==> src/rtl/mcc_pkg.sv <==
// Shared encodings for the multi-cycle RV32I controller: FSM states, ALU ops,
// datapath select codes and base opcodes.
package mcc_pkg;

  typedef enum logic [3:0] {
    S_FETCH    = 4'd0,
    S_DECODE   = 4'd1,
    S_MEMADR   = 4'd2,
    S_MEMREAD  = 4'd3,
    S_MEMWB    = 4'd4,
    S_MEMWRITE = 4'd5,
    S_EXECR    = 4'd6,
    S_EXECI    = 4'd7,
    S_ALUWB    = 4'd8,
    S_BRANCH   = 4'd9,
    S_JAL      = 4'd10,
    S_JALR     = 4'd11,
    S_LUI      = 4'd12,
    S_AUIPC    = 4'd13
  } state_t;

  typedef enum logic [1:0] {
    ALUOP_ADD   = 2'b00,
    ALUOP_SUB   = 2'b01,
    ALUOP_FUNCT = 2'b10
  } aluop_t;

  localparam logic [3:0] ALU_ADD  = 4'd0;
  localparam logic [3:0] ALU_SUB  = 4'd1;
  localparam logic [3:0] ALU_AND  = 4'd2;
  localparam logic [3:0] ALU_OR   = 4'd3;
  localparam logic [3:0] ALU_XOR  = 4'd4;
  localparam logic [3:0] ALU_SLT  = 4'd5;
  localparam logic [3:0] ALU_SLTU = 4'd6;
  localparam logic [3:0] ALU_SLL  = 4'd7;
  localparam logic [3:0] ALU_SRL  = 4'd8;
  localparam logic [3:0] ALU_SRA  = 4'd9;

  localparam logic [2:0] IMM_I = 3'b000;
  localparam logic [2:0] IMM_S = 3'b001;
  localparam logic [2:0] IMM_B = 3'b010;
  localparam logic [2:0] IMM_J = 3'b011;
  localparam logic [2:0] IMM_U = 3'b100;

  localparam logic [1:0] SRCA_PC    = 2'b00;
  localparam logic [1:0] SRCA_OLDPC = 2'b01;
  localparam logic [1:0] SRCA_A     = 2'b10;

  localparam logic [1:0] SRCB_B   = 2'b00;
  localparam logic [1:0] SRCB_IMM = 2'b01;
  localparam logic [1:0] SRCB_4   = 2'b10;

  localparam logic [1:0] RES_ALUOUT    = 2'b00;
  localparam logic [1:0] RES_DATA      = 2'b01;
  localparam logic [1:0] RES_ALURESULT = 2'b10;
  localparam logic [1:0] RES_IMMEXT    = 2'b11;

  localparam logic [6:0] OP_LOAD   = 7'b0000011;
  localparam logic [6:0] OP_STORE  = 7'b0100011;
  localparam logic [6:0] OP_RTYPE  = 7'b0110011;
  localparam logic [6:0] OP_ITYPE  = 7'b0010011;
  localparam logic [6:0] OP_BRANCH = 7'b1100011;
  localparam logic [6:0] OP_JAL    = 7'b1101111;
  localparam logic [6:0] OP_JALR   = 7'b1100111;
  localparam logic [6:0] OP_LUI    = 7'b0110111;
  localparam logic [6:0] OP_AUIPC  = 7'b0010111;

  function automatic logic [2:0] imm_src(input logic [6:0] op);
    case (op)
      OP_STORE:          imm_src = IMM_S;
      OP_BRANCH:         imm_src = IMM_B;
      OP_JAL:            imm_src = IMM_J;
      OP_LUI, OP_AUIPC:  imm_src = IMM_U;
      default:           imm_src = IMM_I;
    endcase
  endfunction

endpackage

==> src/rtl/mcc_branch_cond.sv <==
// Branch-condition evaluation from funct3 and the flags of the BRANCH-cycle SUB.
// carry = 1 means the subtraction did not borrow (rs1 >= rs2 unsigned).
module mcc_branch_cond (
  input  logic [2:0] i_funct3,
  input  logic       i_zero,
  input  logic       i_neg,
  input  logic       i_carry,
  input  logic       i_ovf,
  output logic       o_taken
);

  always_comb begin
    o_taken = 1'b0;
    case (i_funct3)
      3'b000:  o_taken = i_zero;
      3'b001:  o_taken = ~i_zero;
      3'b100:  o_taken = i_neg ^ i_ovf;
      3'b101:  o_taken = ~(i_neg ^ i_ovf);
      3'b110:  o_taken = ~i_carry;
      3'b111:  o_taken = i_carry;
      default: o_taken = 1'b0;
    endcase
  end

endmodule

==> src/rtl/rv32i_mc_controller.sv <==
// Main control FSM, ALU decoder and branch logic for the multi-cycle RV32I datapath.
// Define MCC_MEM_STALL_EN to hold FETCH/MEMREAD/MEMWRITE until mem_ready.
module rv32i_mc_controller
  import mcc_pkg::*;
#(
  parameter int ALUCTRL_W = 4,
  parameter int STATE_W   = 4
) (
  input  logic                 clk,
  input  logic                 reset,
  input  logic [6:0]           op,
  input  logic [2:0]           funct3,
  input  logic [6:0]           funct7,
  input  logic                 zero,
  input  logic                 neg,
  input  logic                 carry,
  input  logic                 ovf,
  input  logic                 mem_ready,
  output logic [2:0]           ImmSrc,
  output logic [1:0]           ALUSrcA,
  output logic [1:0]           ALUSrcB,
  output logic [1:0]           ResultSrc,
  output logic                 AddrSrc,
  output logic [ALUCTRL_W-1:0] ALUControl,
  output logic                 IRWrite,
  output logic                 RegWrite,
  output logic                 MemWrite,
  output logic                 PCWrite,
  output logic                 illegal_instr,
  output logic [STATE_W-1:0]   state
);

  state_t     r_state, w_next_state;
  aluop_t     w_alu_op;
  logic [3:0] w_alu_code;
  logic       w_ready, w_taken;
  logic       w_irwrite, w_regwrite, w_memwrite, w_pc_update, w_branch, w_illegal;
  logic [5:0] w_unused_funct7;

  assign w_unused_funct7 = {funct7[6], funct7[4:0]};

`ifdef MCC_MEM_STALL_EN
  assign w_ready = mem_ready;
`else
  logic w_unused_mem_ready;
  assign w_unused_mem_ready = mem_ready;
  assign w_ready = 1'b1;
`endif

  always_ff @(posedge clk or posedge reset) begin
    if (reset) r_state <= S_FETCH;
    else       r_state <= w_next_state;
  end

  always_comb begin
    w_next_state = S_FETCH;
    ALUSrcA      = SRCA_PC;
    ALUSrcB      = SRCB_B;
    ResultSrc    = RES_ALUOUT;
    AddrSrc      = 1'b0;
    w_alu_op     = ALUOP_ADD;
    w_irwrite    = 1'b0;
    w_regwrite   = 1'b0;
    w_memwrite   = 1'b0;
    w_pc_update  = 1'b0;
    w_branch     = 1'b0;
    w_illegal    = 1'b0;
    case (r_state)
      S_FETCH: begin
        ALUSrcB      = SRCB_4;
        ResultSrc    = RES_ALURESULT;
        w_irwrite    = w_ready;
        w_pc_update  = w_ready;
        w_next_state = w_ready ? S_DECODE : S_FETCH;
      end
      S_DECODE: begin
        ALUSrcA = SRCA_OLDPC;
        ALUSrcB = SRCB_IMM;
        case (op)
          OP_LOAD, OP_STORE: w_next_state = S_MEMADR;
          OP_RTYPE:          w_next_state = S_EXECR;
          OP_ITYPE:          w_next_state = S_EXECI;
          OP_BRANCH:         w_next_state = S_BRANCH;
          OP_JAL:            w_next_state = S_JAL;
          OP_JALR:           w_next_state = S_JALR;
          OP_LUI:            w_next_state = S_LUI;
          OP_AUIPC:          w_next_state = S_AUIPC;
          default:           w_illegal    = 1'b1;
        endcase
      end
      S_MEMADR: begin
        ALUSrcA      = SRCA_A;
        ALUSrcB      = SRCB_IMM;
        w_next_state = (op == OP_STORE) ? S_MEMWRITE : S_MEMREAD;
      end
      S_MEMREAD: begin
        AddrSrc      = 1'b1;
        w_next_state = w_ready ? S_MEMWB : S_MEMREAD;
      end
      S_MEMWB: begin
        ResultSrc  = RES_DATA;
        w_regwrite = 1'b1;
      end
      S_MEMWRITE: begin
        AddrSrc      = 1'b1;
        w_memwrite   = 1'b1;
        w_next_state = w_ready ? S_FETCH : S_MEMWRITE;
      end
      S_EXECR: begin
        ALUSrcA      = SRCA_A;
        w_alu_op     = ALUOP_FUNCT;
        w_next_state = S_ALUWB;
      end
      S_EXECI: begin
        ALUSrcA      = SRCA_A;
        ALUSrcB      = SRCB_IMM;
        w_alu_op     = ALUOP_FUNCT;
        w_next_state = S_ALUWB;
      end
      S_ALUWB: w_regwrite = 1'b1;
      S_BRANCH: begin
        ALUSrcA  = SRCA_A;
        w_alu_op = ALUOP_SUB;
        w_branch = 1'b1;
      end
      S_JALR: begin
        ALUSrcA      = SRCA_A;
        ALUSrcB      = SRCB_IMM;
        w_next_state = S_JAL;
      end
      S_JAL: begin
        // ALUOut still holds the target; this cycle computes the link value.
        ALUSrcA      = SRCA_OLDPC;
        ALUSrcB      = SRCB_4;
        w_pc_update  = 1'b1;
        w_next_state = S_ALUWB;
      end
      S_LUI: begin
        ResultSrc  = RES_IMMEXT;
        w_regwrite = 1'b1;
      end
      S_AUIPC: begin
        ALUSrcA      = SRCA_OLDPC;
        ALUSrcB      = SRCB_IMM;
        w_next_state = S_ALUWB;
      end
      default: w_next_state = S_FETCH;
    endcase
  end

  always_comb begin
    w_alu_code = ALU_ADD;
    case (w_alu_op)
      ALUOP_SUB: w_alu_code = ALU_SUB;
      ALUOP_FUNCT: begin
        case (funct3)
          3'b000:  w_alu_code = (op[5] & funct7[5]) ? ALU_SUB : ALU_ADD;
          3'b001:  w_alu_code = ALU_SLL;
          3'b010:  w_alu_code = ALU_SLT;
          3'b011:  w_alu_code = ALU_SLTU;
          3'b100:  w_alu_code = ALU_XOR;
          3'b101:  w_alu_code = funct7[5] ? ALU_SRA : ALU_SRL;
          3'b110:  w_alu_code = ALU_OR;
          default: w_alu_code = ALU_AND;
        endcase
      end
      default: w_alu_code = ALU_ADD;
    endcase
  end

  mcc_branch_cond u_branch_cond (
    .i_funct3 (funct3),
    .i_zero   (zero),
    .i_neg    (neg),
    .i_carry  (carry),
    .i_ovf    (ovf),
    .o_taken  (w_taken)
  );

  // Reset masks every write enable even though the state already reads FETCH.
  assign IRWrite       = w_irwrite  & ~reset;
  assign RegWrite      = w_regwrite & ~reset;
  assign MemWrite      = w_memwrite & ~reset;
  assign PCWrite       = (w_pc_update | (w_branch & w_taken)) & ~reset;
  assign illegal_instr = w_illegal  & ~reset;
  assign ImmSrc        = imm_src(op);
  assign ALUControl    = ALUCTRL_W'(w_alu_code);
  assign state         = STATE_W'(r_state);

endmodule
==> config.mk <==
export PLATFORM = sky130hd
export DESIGN_NAME = rv32i_mc_controller
export DESIGN_NICKNAME = d
export VERILOG_FILES = /design/src/rtl/mcc_pkg.sv /design/src/rtl/mcc_branch_cond.sv /design/src/rtl/rv32i_mc_controller.sv
export SDC_FILE = /design/constraint.sdc
export NUM_CORES = 1
export LEC_CHECK = 0
export ABC_AREA = 1
export BUFFER_PORTS_ARGS = -buffer_cell sky130_fd_sc_hd__buf_2
export CORE_MARGIN = 4
export CORE_UTILIZATION = 45
export DETAILED_ROUTE_END_ITERATION = 8
export GPL_ROUTABILITY_DRIVEN = 0
export HOLD_SLACK_MARGIN = 0.08
export PLACE_DENSITY = 0.95
export SLEW_MARGIN = 10
export SYNTH_ARGS = -nofsm -noshare
export SYNTH_HDL_FRONTEND = slang
export SYNTH_SLANG_ARGS = --single-unit
==> constraint.sdc <==
create_clock -name clk -period 3.55 [get_ports clk]
set_input_delay 0.1775 -clock clk [delete_from_list [all_inputs] [get_ports clk]]
set_output_delay 0.1775 -clock clk [all_outputs]
set_load 0.005 [all_outputs]
## Yosys cells after proc, flatten, opt, wreduce, memory -nomap -nowiden

Index checks and enable logic that the tools add are counted.

- Bits in registers: 4
- Bits in latches: 0
- Memory bits (writable): 0
- Memory bits (read-only): 0
- Memories kept: 0

- $add $sub $neg: 0
- $mul: 0
- Divide/modulo/power cells: 0
- $lt $le $gt $ge: 0
- Equal/unequal tests: 31
- Shifts and indexed selects: 0
- Muxes and demuxes: 21
- Bitwise gates (word level): 13
- Reduce and logical (&&, ||, !) cells: 13

Operators by type and width:

| operator | count |
|---|---|
| 4-bit one-hot mux with 8 select lines | 1 |
| 4-bit one-hot mux with 7 select lines | 1 |
| 4-bit equality test (second input constant) | 6 |
| 4-bit one-hot mux with 6 select lines | 1 |
| 7-bit by 6-bit equality test with 1-bit output (second input constant) | 3 |
| 7-bit equality test (second input constant) | 3 |
| 4-bit by 3-bit equality test with 1-bit output (second input constant) | 4 |
| 7-bit by 5-bit equality test with 1-bit output (second input constant) | 2 |
| 3-bit equality test (second input constant) | 4 |
| 2-bit one-hot mux with 2 select lines | 3 |
| 3-bit one-hot mux with 4 select lines | 1 |
| 1-bit two-way mux | 10 |
| 2-bit OR reduction | 5 |
| 5-bit OR reduction | 2 |
| 9-bit OR reduction | 1 |
| 4-bit by 2-bit equality test with 1-bit output (second input constant) | 2 |
| 4-bit one-hot mux with 2 select lines | 1 |
| 1-bit AND | 7 |
| 7-bit by 2-bit equality test with 1-bit output (second input constant) | 1 |
| 3-bit by 2-bit equality test with 1-bit output (second input constant) | 2 |
| 1-bit one-hot mux with 6 select lines | 1 |
| 2-bit one-hot mux with 3 select lines | 1 |
| 3-bit OR reduction | 2 |
| 4-bit by 1-bit equality test with 1-bit output (second input constant) | 1 |
| other kinds (10) | 13 |

## Depth between registers and ports, before layout

- Depth after elaboration: 6
- Mapped depth: 8

## By module

From an unflattened synthesis, not the netlist that was laid out.

- Cells, all modules: 152
- Area total of the unflattened synthesis: 778.2 um^2

Modules (own cells, without submodules):

| module | times used | cells each | area each (um^2) | sequential area each (um^2) |
|---|---|---|---|---|
| rv32i_mc_controller | 1 | 125 | 666.9 | 100.1 |
| mcc_branch_cond | 1 | 27 | 111.4 | 0.0 |

## Worst setup path after synthesis

Ideal clock, no wire load.

- Path kind: register to output
- Start: register r_state[1] (netlist: state[1])
- End: output port ALUControl[1]
- Arrival: 1.329 ns
- Data required time: 3.372 ns
- Path slack: 2.044 ns
- Stages on the path, launching flop included: 7
- Buffers on the path: 0
- Path through: dfrtp_1 -> nor2_4 -> inv_1 -> nor2_4 -> inv_1 -> ha_1 -> nor3b_1

- Longest elaborated chain between the ends: 5
- Elaborated cells between the ends (all ways): 8
- Those cells by class: eq/ne: 5; mux: 2; reduce/logical: 1

RTL lines:

| element | line | RTL |
|---|---|---|
| start, declared | rv32i_mc_controller.sv:33 | `state_t r_state, w_next_state;` |
| start signal, assigned | rv32i_mc_controller.sv:52 | `else r_state <= w_next_state;` |
| 4-bit by 3-bit equality test with 1-bit output | rv32i_mc_controller.sv:68 | `case (r_state)` |
| 2-bit OR reduction (no source line) | -- |  |
| 2-bit one-hot mux with 2 select lines * | rv32i_mc_controller.sv:68 |  |
| 2-bit equality test / 2-bit by 1-bit equality test with 1-bit output (equally long branches) | rv32i_mc_controller.sv:153 | `case (w_alu_op)` |
| 4-bit one-hot mux with 2 select lines * | rv32i_mc_controller.sv:153 |  |
| end, declared | rv32i_mc_controller.sv:24 | `output logic [ALUCTRL_W-1:0] ALUControl,` |

Every way passes the cells marked *; elsewhere a longest branch is shown, timed or not.

## Final worst setup path

- Start: register r_state[0] (netlist: state[0])
- End: output port ALUControl[1]

Same word-level chain as after synthesis.

==> metrics <==
Worst Skew=0.00240 ns; Die ar.=0.00234 mm2; Sinks on Clock Net=4; setup tns final=0 ns; DR iter-0 viols=31; worst-path cell chain=inv_2, nor2_4, inv_1, nor2_4, inv_1, ha_1, nor3b_1, buf_2; Hold Path Class=in2reg; final worst setup slack=1.60 ns; Area Growth Syn to Fin=33.7%; # IOs=47; max-slew violation count=0; die width=48.4 um; RSZ-0062 raised after global routing=no; Crit Reg-Reg Startpoint=state[3]$_DFF_PP0_; clk buf depth=2; CTS clk-pin slew, worst paths=0.04 ns; Fin. Hold Viols=0; Die Ht=48.4 um; Synth cell types=18; detailed placer's ending HPWL=1.82 mm; f_max=514 MHz; first-pass GRT wire length=3.44 mm; commonest non-fill, non-tap cell in the layout=buf_2; Max-slew headroom=82.0%; Post-DP Area=950 um2; H-tree level count=1; Post-Synthesis Cells=141; via count=1008; Post-CTS Setup Bufs=0; Max-cap violations=0; # nets final=212; drt total wl=2.09 mm; FF+latch count, synth=4; DR DRC count=0; largest net degree at the start of global routing=8; reg2reg path depth=5; # port buffers=39; WP data required=3.37 ns; Power Dens Cells=348 mW/mm2; WS Path Type=reg2out; slowest stage cell, crit path=dfrtp_1; clk root buf=clkbuf_4; synthesis warning total=0; grt ovf=0; sequential share of the synthesized area=13.6%; worst-margin pin slew=0.267 ns; CP Launch Type=flip-flop; CP max FO=6; Starting Density=48.2%; CP peak stage delay=0.43 ns; status=complete, no violations; diode count=0; worst slack, placed=1.85 ns; CTS tree=yes; Final Instance Area=982 um2; area of the core=0.00152 mm2; final worst path period share=54.8%; per-instance average area after synthesis=5.21 um2; Setup Viol. Count Final=0; GRT Overall Usage=16.8%; arrival time worst endpoint=1.77 ns; initial antenna violation count=0; Peak VDD IR=0.218 mV; worst setup path startpoint=state[0]$_DFF_PP0_; cell area after synthesis=734 um2; DRT Pass-1 Iters=4; share of layout cells above drive strength 1=29.3%; number of flip-flops in the largest register=4; vias in the first global route=950; reg2reg end=state[2]$_DFF_PP0_; # rows=14; syn nets=167; crit path to=ALUControl[1]; Hold WS=0.295 ns; vias per std cell=5.04; routed len/inst=10.5 um; CP endpoint kind=output port; Pleak=0.629 nW; cts bufs inserted=3; insertion delay to the later sink of the worst-skew pair=0.24 ns; slack of the worst reg-to-reg path=2.33 ns; DRT antenna net count=0; min Tclk post-route=1.95 ns; most frequent cells in the layout=39 x buf_2, 35 x nand2_1, 30 x inv_1
[critical path: cells and delay by family (launching register included)]
kind | cells | cell delay, ns
flip-flops | 1 | 0.43
AND/OR/NAND/NOR | 3 | 0.41
buffers and inverters | 4 | 0.36
adder cells (fa/ha/maj) | 1 | 0.32
[cell families (layout without fill, tap and decap cells)]
| group | after synthesis | after routing | share of synthesized area (%) |
|---|---|---|---|
| buffers and inverters | 34 | 77 | 17.4 |
| adders and majority gates | 2 | 2 | 3.41 |
| AOI/OAI and AO/OA | 13 | 13 | 10.9 |
| DFF | 4 | 4 | 13.6 |
| and+or+nand+nor | 88 | 88 | 54.7 |
[cell type report]
type / instances / area [um2]
inverter: 34 / 128
multi-input combinational: 103 / 507
sequential: 4 / 100
fill: 144 / 542
timing repair buffer: 40 / 205
tap: 16 / 20.0
clock buffer: 3 / 22.5
[report_power, final]
part	internal [mW]	switching (mW)
clock network	0.0380	0.0216
registers	0.0547	0.0150
logic	0.0858	0.126
[cells in the mapped netlist (all sizes together)]
library cell	count	share of area (%)
nand2	35	18
inv	34	17
nor2	32	21
nand3	14	10
a21oi	6	4.1
dfrtp	4	14
nor3	4	2.7
o211ai	3	3.7
ha	2	3.4
nand4	2	1.7
o21ai	2	1.4
o22ai	2	1.7
nor3b	1	1.0
[repair_timing]
action / 4_1_cts / 5_1_grt
endpoints found under the hold margin: 4 / 0
hold buffers: 1 / 0
resized for setup: 0 / 0
[stage by stage]
step	cells	total power, mW	utilization, %
floorplan	141	0.194	-
global placement	196	0.273	62.3
detailed placement	196	0.281	62.3
CTS	200	0.340	64.4
global route	200	0.368	64.4
finish	200	0.341	64.4
[layer usage]
| layer | part of all wire, % | up-vias | GRT usage [%] |
|---|---|---|---|
| met5 | 0 | - | 0 |
| met4 | 1.3 | 0 | 8.29 |
| met3 | 6.8 | 5 | 1.53 |
| met2 | 50 | 36 | 29.8 |
| met1 | 41 | 438 | 19.8 |
| li1 | - | 529 | - |
[worst min path at each step]
stage / start / endpoint / slack, ns / depth (start not counted)
finish: op[5] / state[0]$_DFF_PP0_ / 0.29 / 4
global route: op[5] / state[0]$_DFF_PP0_ / 0.36 / 4
CTS: op[5] / state[0]$_DFF_PP0_ / 0.31 / 4
detailed placement: reset / state[3]$_DFF_PP0_ / 0.13 / 2
global placement: reset / state[0]$_DFF_PP0_ / 0.11 / 2
floorplan: reset / state[0]$_DFF_PP0_ / -0.06 / 1
(Power assumes the default switching activity.)
